File: src/rtl/des_key_schedule_if.sv
// Handshake and subkey stream bundle for des_key_schedule.
// key_err exists only when DES_KEY_PARITY_CHECK_EN is defined.
interface des_key_schedule_if #(
  parameter int IDX_W = 4
);
  logic             ap_start;
  logic             ap_ready;
  logic             ap_done;
  logic             ap_idle;
  logic [63:0]      key;
  logic             decrypt;
  logic [47:0]      subkey;
  logic [IDX_W-1:0] subkey_idx;
  logic             subkey_valid;
  logic             subkey_ready;
`ifdef DES_KEY_PARITY_CHECK_EN
  logic             key_err;

  modport master (
    output ap_start, key, decrypt, subkey_ready,
    input  ap_ready, ap_done, ap_idle, subkey, subkey_idx, subkey_valid, key_err
  );
  modport slave (
    input  ap_start, key, decrypt, subkey_ready,
    output ap_ready, ap_done, ap_idle, subkey, subkey_idx, subkey_valid, key_err
  );
`else
  modport master (
    output ap_start, key, decrypt, subkey_ready,
    input  ap_ready, ap_done, ap_idle, subkey, subkey_idx, subkey_valid
  );
  modport slave (
    input  ap_start, key, decrypt, subkey_ready,
    output ap_ready, ap_done, ap_idle, subkey, subkey_idx, subkey_valid
  );
`endif
endinterface

File: src/rtl/des_key_schedule.sv
// DES key schedule: PC1, C/D rotation and PC2 streamed at PERM_BITS_PER_CYCLE bits per cycle.
// Optional key byte parity check enabled by defining DES_KEY_PARITY_CHECK_EN.
module des_key_schedule #(
  parameter int PERM_BITS_PER_CYCLE = 1,
  parameter int ROUNDS              = 16,
  parameter int IDX_W               = 4
) (
  input  logic                 ap_clk,
  input  logic                 ap_rst,
  des_key_schedule_if.slave    bus
);

  localparam int P = PERM_BITS_PER_CYCLE;
  localparam logic [5:0] PC1_LAST = 6'(56 / P - 1);
  localparam logic [5:0] PC2_LAST = 6'(48 / P - 1);
  localparam logic [4:0] NROUNDS  = 5'(ROUNDS);

  localparam int PC1 [56] = '{
    57, 49, 41, 33, 25, 17,  9,  1, 58, 50, 42, 34, 26, 18,
    10,  2, 59, 51, 43, 35, 27, 19, 11,  3, 60, 52, 44, 36,
    63, 55, 47, 39, 31, 23, 15,  7, 62, 54, 46, 38, 30, 22,
    14,  6, 61, 53, 45, 37, 29, 21, 13,  5, 28, 20, 12,  4
  };
  localparam int PC2 [48] = '{
    14, 17, 11, 24,  1,  5,  3, 28, 15,  6, 21, 10,
    23, 19, 12,  4, 26,  8, 16,  7, 27, 20, 13,  2,
    41, 52, 31, 37, 47, 55, 30, 40, 51, 45, 33, 48,
    44, 49, 39, 56, 34, 53, 46, 42, 50, 36, 29, 32
  };

  function automatic int unsigned shift_of(input logic [4:0] j);
    case (j)
      5'd1, 5'd2, 5'd9, 5'd16: return 1;
      default:                 return 2;
    endcase
  endfunction

  function automatic int unsigned total_shift();
    int unsigned s;
    s = 0;
    for (int unsigned j = 1; j <= ROUNDS; j++) s += shift_of(5'(j));
    return s % 28;
  endfunction

  function automatic logic [27:0] rotl(input logic [27:0] x, input int unsigned n);
    logic [55:0] t;
    t = {x, x} << n;
    return t[55:28];
  endfunction

  function automatic logic [27:0] rotr(input logic [27:0] x, input int unsigned n);
    logic [55:0] t;
    t = {x, x} >> n;
    return t[27:0];
  endfunction

  localparam int unsigned TOTAL = total_shift();

  typedef enum logic [2:0] {S_IDLE, S_PC1, S_SHIFT, S_PC2, S_OUT, S_DONE} state_t;
  state_t state, state_n;

  logic [55:0]      pc1_perm;
  logic [55:0]      pend1;
  logic [47:0]      pend2;
  logic [47:0]      pc2_perm;
  logic [55:0]      cd_next;
  logic [55:0]      cd_rot;
  logic [27:0]      c, d, c_rot, d_rot;
  logic             dec_q;
  logic [5:0]       cnt;
  logic [4:0]       rnd, rnd_n;
  logic [47:0]      subkey_q;
  logic [IDX_W-1:0] idx_q;
  logic             key_bad;

  // Both permutations are wired in parallel; the bits are then shifted into C/D
  // and the subkey register P at a time to keep the serial cycle timing.
  for (genvar k = 0; k < 56; k++) begin : g_pc1
    assign pc1_perm[55-k] = bus.key[64-PC1[k]];
  end
  assign cd_rot = {c_rot, d_rot};
  for (genvar k = 0; k < 48; k++) begin : g_pc2
    assign pc2_perm[47-k] = cd_rot[56-PC2[k]];
  end

`ifdef DES_KEY_PARITY_CHECK_EN
  logic [7:0] byte_odd;
  logic       key_err_q;
  for (genvar b = 0; b < 8; b++) begin : g_par
    assign byte_odd[b] = ^bus.key[8*b +: 8];
  end
  assign key_bad     = ~&byte_odd;
  assign bus.key_err = key_err_q;
`else
  assign key_bad = 1'b0;
`endif

  assign cd_next = 56'({c, d, pend1[55 -: P]});
  assign rnd_n   = rnd + 5'd1;

  // Decrypt starts from C_ROUNDS/D_ROUNDS and walks the rotations backwards.
  always_comb begin
    c_rot = c;
    d_rot = d;
    if (!dec_q) begin
      c_rot = rotl(c, shift_of(rnd_n));
      d_rot = rotl(d, shift_of(rnd_n));
    end else if (rnd_n != 5'd1) begin
      c_rot = rotr(c, shift_of(NROUNDS - rnd_n + 5'd2));
      d_rot = rotr(d, shift_of(NROUNDS - rnd_n + 5'd2));
    end
  end

  always_ff @(posedge ap_clk or posedge ap_rst) begin
    if (ap_rst) state <= S_IDLE;
    else        state <= state_n;
  end

  always_comb begin
    state_n          = state;
    bus.ap_ready     = 1'b0;
    bus.ap_done      = 1'b0;
    bus.ap_idle      = 1'b0;
    bus.subkey_valid = 1'b0;
    case (state)
      S_IDLE: begin
        bus.ap_idle = ~bus.ap_start;
        if (bus.ap_start) begin
          bus.ap_ready = 1'b1;
          state_n      = key_bad ? S_DONE : S_PC1;
        end
      end
      S_PC1:   if (cnt == PC1_LAST) state_n = S_SHIFT;
      S_SHIFT: state_n = S_PC2;
      S_PC2:   if (cnt == PC2_LAST) state_n = S_OUT;
      S_OUT: begin
        bus.subkey_valid = 1'b1;
        if (bus.subkey_ready) state_n = (rnd == NROUNDS) ? S_DONE : S_SHIFT;
      end
      S_DONE: begin
        bus.ap_done = 1'b1;
        state_n     = S_IDLE;
      end
      default: state_n = S_IDLE;
    endcase
  end

  always_ff @(posedge ap_clk or posedge ap_rst) begin
    if (ap_rst) begin
      pend1    <= '0;
      pend2    <= '0;
      c        <= '0;
      d        <= '0;
      dec_q    <= 1'b0;
      cnt      <= '0;
      rnd      <= '0;
      subkey_q <= '0;
      idx_q    <= '0;
`ifdef DES_KEY_PARITY_CHECK_EN
      key_err_q <= 1'b0;
`endif
    end else begin
      case (state)
        S_IDLE: begin
          cnt <= '0;
          if (bus.ap_start) begin
            pend1 <= pc1_perm;
            dec_q <= bus.decrypt;
            rnd   <= '0;
`ifdef DES_KEY_PARITY_CHECK_EN
            key_err_q <= key_bad;
`endif
          end
        end
        S_PC1: begin
          pend1 <= pend1 << P;
          if (cnt == PC1_LAST) begin
            cnt <= '0;
            c   <= dec_q ? rotl(cd_next[55:28], TOTAL) : cd_next[55:28];
            d   <= dec_q ? rotl(cd_next[27:0], TOTAL)  : cd_next[27:0];
          end else begin
            cnt    <= cnt + 6'd1;
            {c, d} <= cd_next;
          end
        end
        S_SHIFT: begin
          c     <= c_rot;
          d     <= d_rot;
          pend2 <= pc2_perm;
          rnd   <= rnd_n;
          idx_q <= dec_q ? IDX_W'(NROUNDS - rnd_n + 5'd1) : IDX_W'(rnd_n);
          cnt   <= '0;
        end
        S_PC2: begin
          pend2    <= pend2 << P;
          subkey_q <= 48'({subkey_q, pend2[47 -: P]});
          cnt      <= (cnt == PC2_LAST) ? 6'd0 : cnt + 6'd1;
        end
        default: cnt <= '0;
      endcase
    end
  end

  assign bus.subkey     = subkey_q;
  assign bus.subkey_idx = idx_q;

endmodule

File: src/flat_wrapper.sv
// flat-port wrapper written by rule: the top's interface ports become plain ports
module des_key_schedule_flat 
#(
  parameter int PERM_BITS_PER_CYCLE = 1,
  parameter int ROUNDS              = 16,
  parameter int IDX_W               = 4
)
  (ap_clk, ap_rst, bus_ap_start, bus_key, bus_decrypt, bus_subkey_ready, bus_ap_ready, bus_ap_done, bus_ap_idle, bus_subkey, bus_subkey_idx, bus_subkey_valid);
  des_key_schedule_if #(.IDX_W(IDX_W)) bus_i ();
  input  logic ap_clk;
  input  logic ap_rst;
  input wire logic [$bits(bus_i.ap_start)-1:0] bus_ap_start;
  input wire logic [$bits(bus_i.key)-1:0] bus_key;
  input wire logic [$bits(bus_i.decrypt)-1:0] bus_decrypt;
  input wire logic [$bits(bus_i.subkey_ready)-1:0] bus_subkey_ready;
  output wire logic [$bits(bus_i.ap_ready)-1:0] bus_ap_ready;
  output wire logic [$bits(bus_i.ap_done)-1:0] bus_ap_done;
  output wire logic [$bits(bus_i.ap_idle)-1:0] bus_ap_idle;
  output wire logic [$bits(bus_i.subkey)-1:0] bus_subkey;
  output wire logic [$bits(bus_i.subkey_idx)-1:0] bus_subkey_idx;
  output wire logic [$bits(bus_i.subkey_valid)-1:0] bus_subkey_valid;
  assign bus_i.ap_start = bus_ap_start;
  assign bus_i.key = bus_key;
  assign bus_i.decrypt = bus_decrypt;
  assign bus_i.subkey_ready = bus_subkey_ready;
  assign bus_ap_ready = bus_i.ap_ready;
  assign bus_ap_done = bus_i.ap_done;
  assign bus_ap_idle = bus_i.ap_idle;
  assign bus_subkey = bus_i.subkey;
  assign bus_subkey_idx = bus_i.subkey_idx;
  assign bus_subkey_valid = bus_i.subkey_valid;
  des_key_schedule #(.PERM_BITS_PER_CYCLE(PERM_BITS_PER_CYCLE), .ROUNDS(ROUNDS), .IDX_W(IDX_W)) u_core (.ap_clk(ap_clk), .ap_rst(ap_rst), .bus(bus_i));
endmodule
File: config.mk
export PLATFORM = sky130hd
export DESIGN_NAME = des_key_schedule_flat
export DESIGN_NICKNAME = d
export VERILOG_FILES = /design/src/rtl/des_key_schedule_if.sv /design/src/rtl/des_key_schedule.sv /design/src/flat_wrapper.sv
export SDC_FILE = /design/constraint.sdc
export NUM_CORES = 1
export LEC_CHECK = 0
export BUFFER_PORTS_ARGS = -buffer_cell sky130_fd_sc_hd__clkbuf_2
export CAP_MARGIN = 20
export CELL_PAD_IN_SITES_DETAIL_PLACEMENT = 2
export CELL_PAD_IN_SITES_GLOBAL_PLACEMENT = 2
export CORE_ASPECT_RATIO = 0.75
export CORE_MARGIN = 3
export CORE_UTILIZATION = 34
export CTS_CLUSTER_DIAMETER = 200
export DETAILED_ROUTE_END_ITERATION = 8
export GPL_TIMING_DRIVEN = 0
export PLACE_DENSITY_LB_ADDON = 0.1
export SLEW_MARGIN = 20
export SYNTH_ARGS = -nofsm -noshare
export SYNTH_HDL_FRONTEND = slang
export SYNTH_SLANG_ARGS = --single-unit
File: constraint.sdc
create_clock -name ap_clk -period 7.3 [get_ports ap_clk]
set_clock_uncertainty 0.05 [all_clocks]
set_input_delay 1.46 -clock ap_clk [delete_from_list [all_inputs] [get_ports ap_clk]]
set_output_delay 1.46 -clock ap_clk [all_outputs]
set_load 0.05 [all_outputs]
======== Word-level counts from Yosys, hierarchy flattened ========
Index checks and enable logic that the tools add are counted.
cells by class
  add/sub/neg operators ................... 5
  equality and inequality tests ........... 22
  shift-type cells ........................ 4
  muxes and demuxes ....................... 31
  bitwise operators ....................... 1
  reduce and logical (&&, ||, !) cells .... 12
operators by type and width
  kind                   number
  $mux W28               4
  $pmux W28 S2           2
  $pmux W56 S2           1
  $shl A56 B32 Y56       2
  $shr A56 B32 Y28       2
  $mux W32               3
  $pmux W48 S2           1
  $mux W56               1
  $eq A5 B5 Y1 const B   3
  $mux W3                5
  $pmux W3 S5            1
  $eq A6 B6 Y1 const B   2
  $mux W6                2
  $pmux W6 S2            1
  $eq A5 B1 Y1 const B   2
  $eq A5 B2 Y1 const B   2
  $eq A5 B4 Y1 const B   2
  $pmux W5 S2            1
  $reduce_and A2 Y1      4
  $reduce_bool A2 Y1     4
  $reduce_or A4 Y1       2
  $add A6 B1 Y6 const B  1
  $eq A3 B2 Y1 const B   2
  $eq A3 B3 Y1 const B   2
  16 further kinds       23
storage, ports and cells
  bits in registers ....................... 227
  bits of input ports ..................... 69
  output and inout port bits .............. 56
  logic and storage cells ................. 87

======== Depth between registers and ports, before layout ========
  word-level depth ........................ 12
  depth in mapped cells ................... 15
  depth with buffers taken out ............ 11

======== Worst setup path after synthesis ========
OpenSTA, ideal clock, no wires.
  kind .................................... in2out
  from .................................... input port bus_ap_start
  to ...................................... output port bus_ap_idle
  arrival ................................. 2.909 ns
  data required time ...................... 5.790 ns
  path slack .............................. 2.881 ns
  cell stages on the path ................. 1
  buffers on the path ..................... 0
  path through ............................ nor4_1
on the way
  longest elaborated chain between the ends .. 2
RTL lines
  item                RTL line                 source
  start: declaration  flat_wrapper.sv:12       input wire logic [$bits(bus_i.ap_start)-1:0] bus_ap_start;
  $not A1 Y1          des_key_schedule.sv:127  bus.ap_idle = ~bus.ap_start;
  $mux W1             des_key_schedule.sv:125  case (state)
  end: declaration    flat_wrapper.sv:18       output wire logic [$bits(bus_i.ap_idle)-1:0] bus_ap_idle;
No other way between the ends.

======== Worst setup path in the final report ========
  from .................................... register u_core.rnd[0]
  to ...................................... register u_core.pend2[32]
on the way
  longest elaborated chain between the ends .. 12
  elaborated cells on any way between the ends .. 24
  classes of those cells .................. 3 x add/sub; 9 x eq/ne; 2 x shift; 8 x mux; 2 x reduce/logical
RTL lines
  item                                  RTL line                 source
  start: declaration                    des_key_schedule.sv:71   logic [4:0] rnd, rnd_n;
  start signal: assignment              des_key_schedule.sv:190  rnd <= rnd_n;
  $add A5 B1 Y5 *                       des_key_schedule.sv:99   assign rnd_n = rnd + 5'd1;
  $sub A5 B5 Y5                         des_key_schedule.sv:109  c_rot = rotr(c, shift_of(NROUNDS - rnd_n + 5'd2));
  $add A5 B2 Y5                         des_key_schedule.sv:109
  $eq A5 B1 Y1 (tied with other cells)  des_key_schedule.sv:32   case (j)
  $reduce_or A4 Y1                      des_key_schedule.sv:32
  $mux W2                               des_key_schedule.sv:32
  $mux W32                              des_key_schedule.sv:108  end else if (rnd_n != 5'd1) begin
  $mux W32                              des_key_schedule.sv:105  if (!dec_q) begin
  $shr A56 B32 Y28                      des_key_schedule.sv:53   t = {x, x} >> n;
  $mux W28                              des_key_schedule.sv:108
  $mux W28 *                            des_key_schedule.sv:105
  $pmux W48 S2 *                        des_key_schedule.sv:163  case (state)
  end signal: assignment                des_key_schedule.sv:189  pend2 <= pc2_perm;
  end signal: assignment                des_key_schedule.sv:195  pend2 <= pend2 << P;
  end: declaration                      des_key_schedule.sv:64   logic [47:0] pend2;
Every way passes the cells marked *; elsewhere a longest branch is shown, timed or not. The select of a mux whose other input is x is not followed.
A chain may end at the register's enable or synchronous reset.

==> summary.txt <==
GRT
  – Total GRT Usage: between 20% and 30%
  – Largest net degree at the start of global routing: 31
  – First-pass GRT wire length: roughly 77,000 um
  – Vias in the first global route: roughly 12,000
  – Initial antenna violation count: 0
  – GRT overflow: 0

Yosys
  – Syn Inst Count: around 1,300
  – Synthesized area per cell: a little under 10 sq um
  – Mapped Area: approximately 13,000 sq um
  – Library cells used by synthesis: 63
  – Syn Nets: 1,363
  – Async SR Flop Fraction: 100%
  – Synth top area share: approximately 45%
  – Synth area leaders: dfrtp_1 45%, mux2i_1 12%, o21ai_0 6.3%
  – Sequential fraction of the synthesis area: a little under half
  – Ys Warns: 0
  – Leading area contributor after synthesis: dfrtp_1
  – Ys flop type: dfrtp_1
  – Number of synthesized flops with an enable pin: 0
  – Yosys reg bits: 227

Timing
  – Endpoints failing setup: 0
  – RSZ-0062 raised after global routing: no
  – Fin crit period: 4.82 ns
  – Final Hold Vio Count: 0
  – F_max: between 0.2 and 0.25 GHz
  – Pins over their slew limit: 0
  – Final Cycle Share: 66.0%
  – Worst slew margin: slightly below 30%
  – Slew @ Worst Pin: around 1.1 ns
  – TNS Setup: 0 ns

Routing
  – Via density: 5.80
  – Drt total wl: between 40,000 and 50,000 um
  – Detailed Route Iter0 Violations: between 700 and 800
  – Avg WL per Cell: 25.4 um
  – 1st-pass router iterations: 5
  – Total number of vias: 11,340
  – DRC: 0
  – ANT nets after route: 0

Outcome
  – Outcome: complete, no violations

Place
  – PortBufs: 116
  – Hpwl dp: between 30,000 and 40,000 um
  – Placed cells: 1,908
  – Gpl congestion: 0.863

Clocking
  – CTS tree: yes
  – Post CTS Setup Buffer Count: 0
  – Clk pin slew, worst setup/hold paths: 0.06 ns
  – CTS max path bufs: 3
  – CTS root buffer: clkbuf_16
  – Inserted Clock Buffers: 27
  – # resized after CTS: 0
  – CTS Hold Bufs: 0
  – H-tree level count: 1
  – Sink Count: around 230
  – Clock latency at the later pin of the worst-skew pair: 0.57 ns

Worst setup path
  – Critical Path Start Type: register
  – CP Data Required Time: ~7.7 ns
  – CP Class: reg2reg
  – Crit Path Max Fanout: 10
  – Critical Path AT: just over 5 ns
  – Endpoint class of the critical path: register

Pwr
  – Design Power: 2.79 mW
  – Cell leakage power: 6.35 nW
  – Maximum vdd drop: roughly 0.00015 V
  – Pwr Density: 188 nW/um^2

Floorplan
  – I/O pin cnt: ~130
  – Die height: 172 um
  – Die area: between 30,000 and 40,000 sq um
  – Std cell rows: 60
  – Starting Density: between 30% and 40%
  – Core Area: 36,100 sq um
  – DIE WIDTH: 228 um

Finish
  – Synth-to-Final Area Change: 18.1%
  – Share of layout cells above drive strength 1: between 10% and 20%
  – # diodes: 0
  – Final non-filler cell total: 1,956
  – Final core occ: about two fifths
  – Nets: around 1,500
  – FILL cells: a little under 4,000

Worst hold path
  – Hold/Removal Path Class: reg2reg

Flow run
  – Max-cap violation count: 0
[registers in the layout, summed over array words and instances (netlist names)]
name,flops
u_core.pend1,56
u_core.d,28
u_core.rnd,5
u_core.bus.subkey_idx,4
u_core.cnt,6
u_core.c,28
u_core.bus.subkey,48
u_core.dec_q,1
u_core.pend2,48
u_core.state,3
[cells in the final DEF, fill, tap and decap left out, drive strengths merged, types with 10 or more instances in the layout]
cell	count
mux2i	151
nand2	147
a31oi	20
or3	18
clkbuf	259
nand2b	13
mux2	49
and3	23
a21oi	46
dfrtp	227
inv	11
a22oi	25
o211ai	60
o21ai	166
nor2	34
buf	43
a22o	25
o31ai	10
[synthesized netlist by cell type, types with 3 or more instances]
master and n:
nand2b_1 13, dfrtp_1 227, a221o_1 8, o21ai_0 157, mux2_2 49, a31o_2 8
nor4_1 3, nor2_1 33, a311oi_1 8, a32oi_1 8, a22o_1 25, buf_1 11
o21ai_1 9, xnor2_1 7, a2bb2oi_1 8, ha_1 8, nor2b_1 4, a41oi_1 8
and3_1 23, o2bb2ai_1 8, a22oi_1 25, buf_2 15, a21oi_1 45, nand3_1 7
clkbuf_1 105, nand2_1 147, buf_4 4, o211ai_1 60, inv_1 10, mux2i_1 151
o31ai_1 10, or3_1 18, and2_1 3, a31oi_1 20, xor2_1 6
[cell type report]
class / instances / area [sq um] / area share (%)
timing repair buffer: 127 / 781 / 5.26
multi-input combinational: 912 / 6280 / 42.4
sequential: 227 / 5680 / 38.3
clock buffer: 38 / 767 / 5.17
buffer: 137 / 563 / 3.80
tap: 496 / 621 / 4.18
inverter: 10 / 41.3 / 0.278
clock inverter: 9 / 96.3 / 0.649
[cell families after synthesis]
kind of cell	share of synthesized area, %
muxes	16.4
DFF	45.2
and+or+nand+nor	9.74
AOI/OAI and AO/OA	22.1
adders and majority gates	0.797
xor gates and xnor gates	0.907
buffers and inverters	4.78
[path summary, 6_finish.rpt]
path / from / endpoint / slack [ns] / cells past startpoint
worst min register to register: u_core.cnt[0] / u_core.cnt[0] / 0.42 / 1
max in group asynchronous: ap_rst / u_core.bus.subkey[5] / 5.25 / 7
worst min-delay path: u_core.cnt[0] / u_core.cnt[0] / 0.42 / 1
min in group asynchronous: ap_rst / u_core.d[22] / 0.73 / 2
worst max register to register: u_core.rnd[0] / u_core.pend2[32] / 2.48 / 13
worst max-delay path: u_core.rnd[0] / u_core.pend2[32] / 2.48 / 13
[where the power goes]
group	internal, mW	switching [mW]
clock	0.770	0.578
sequential	1.26	0.000421
combinational	0.0512	0.130
total	2.08	0.708
[routing by layer]
layer	part of all wire [%]	vias to the layer above	GRT usage (%)
met5	0	-	0
met4	1.9	0	5.40
met3	6.1	58	5.47
met2	45	274	40.4
met1	47	5975	34.9
li1	-	5033	-
[per-stage QoR]
stage	setup WS [ns]	hold slack, ns	area [sq um]
6_report	2.48	0.419	14800
5_1_grt	2.25	0.433	14800
4_1_cts	2.42	0.426	14800
3_5_place_dp	2.41	0.413	14000
3_3_place_gp	0.984	0.400	13800
2_1_floorplan	2.82	0.375	12600
[critical path: stages (launching register included)]
cell and delay, ns:
dfrtp_1 0.51, buf_2 0.33, inv_1 0.14, ha_1 0.30, or2_2 0.33, ha_1 0.25, a22oi_1 0.22, xnor2_1 0.10
nor3_1 0.18, a2111oi_2 0.12, nor2_2 0.72, clkbuf_1 0.76, mux2i_1 0.48, o211ai_1 0.16
Note: power is estimated with default switching activity, not from simulation.
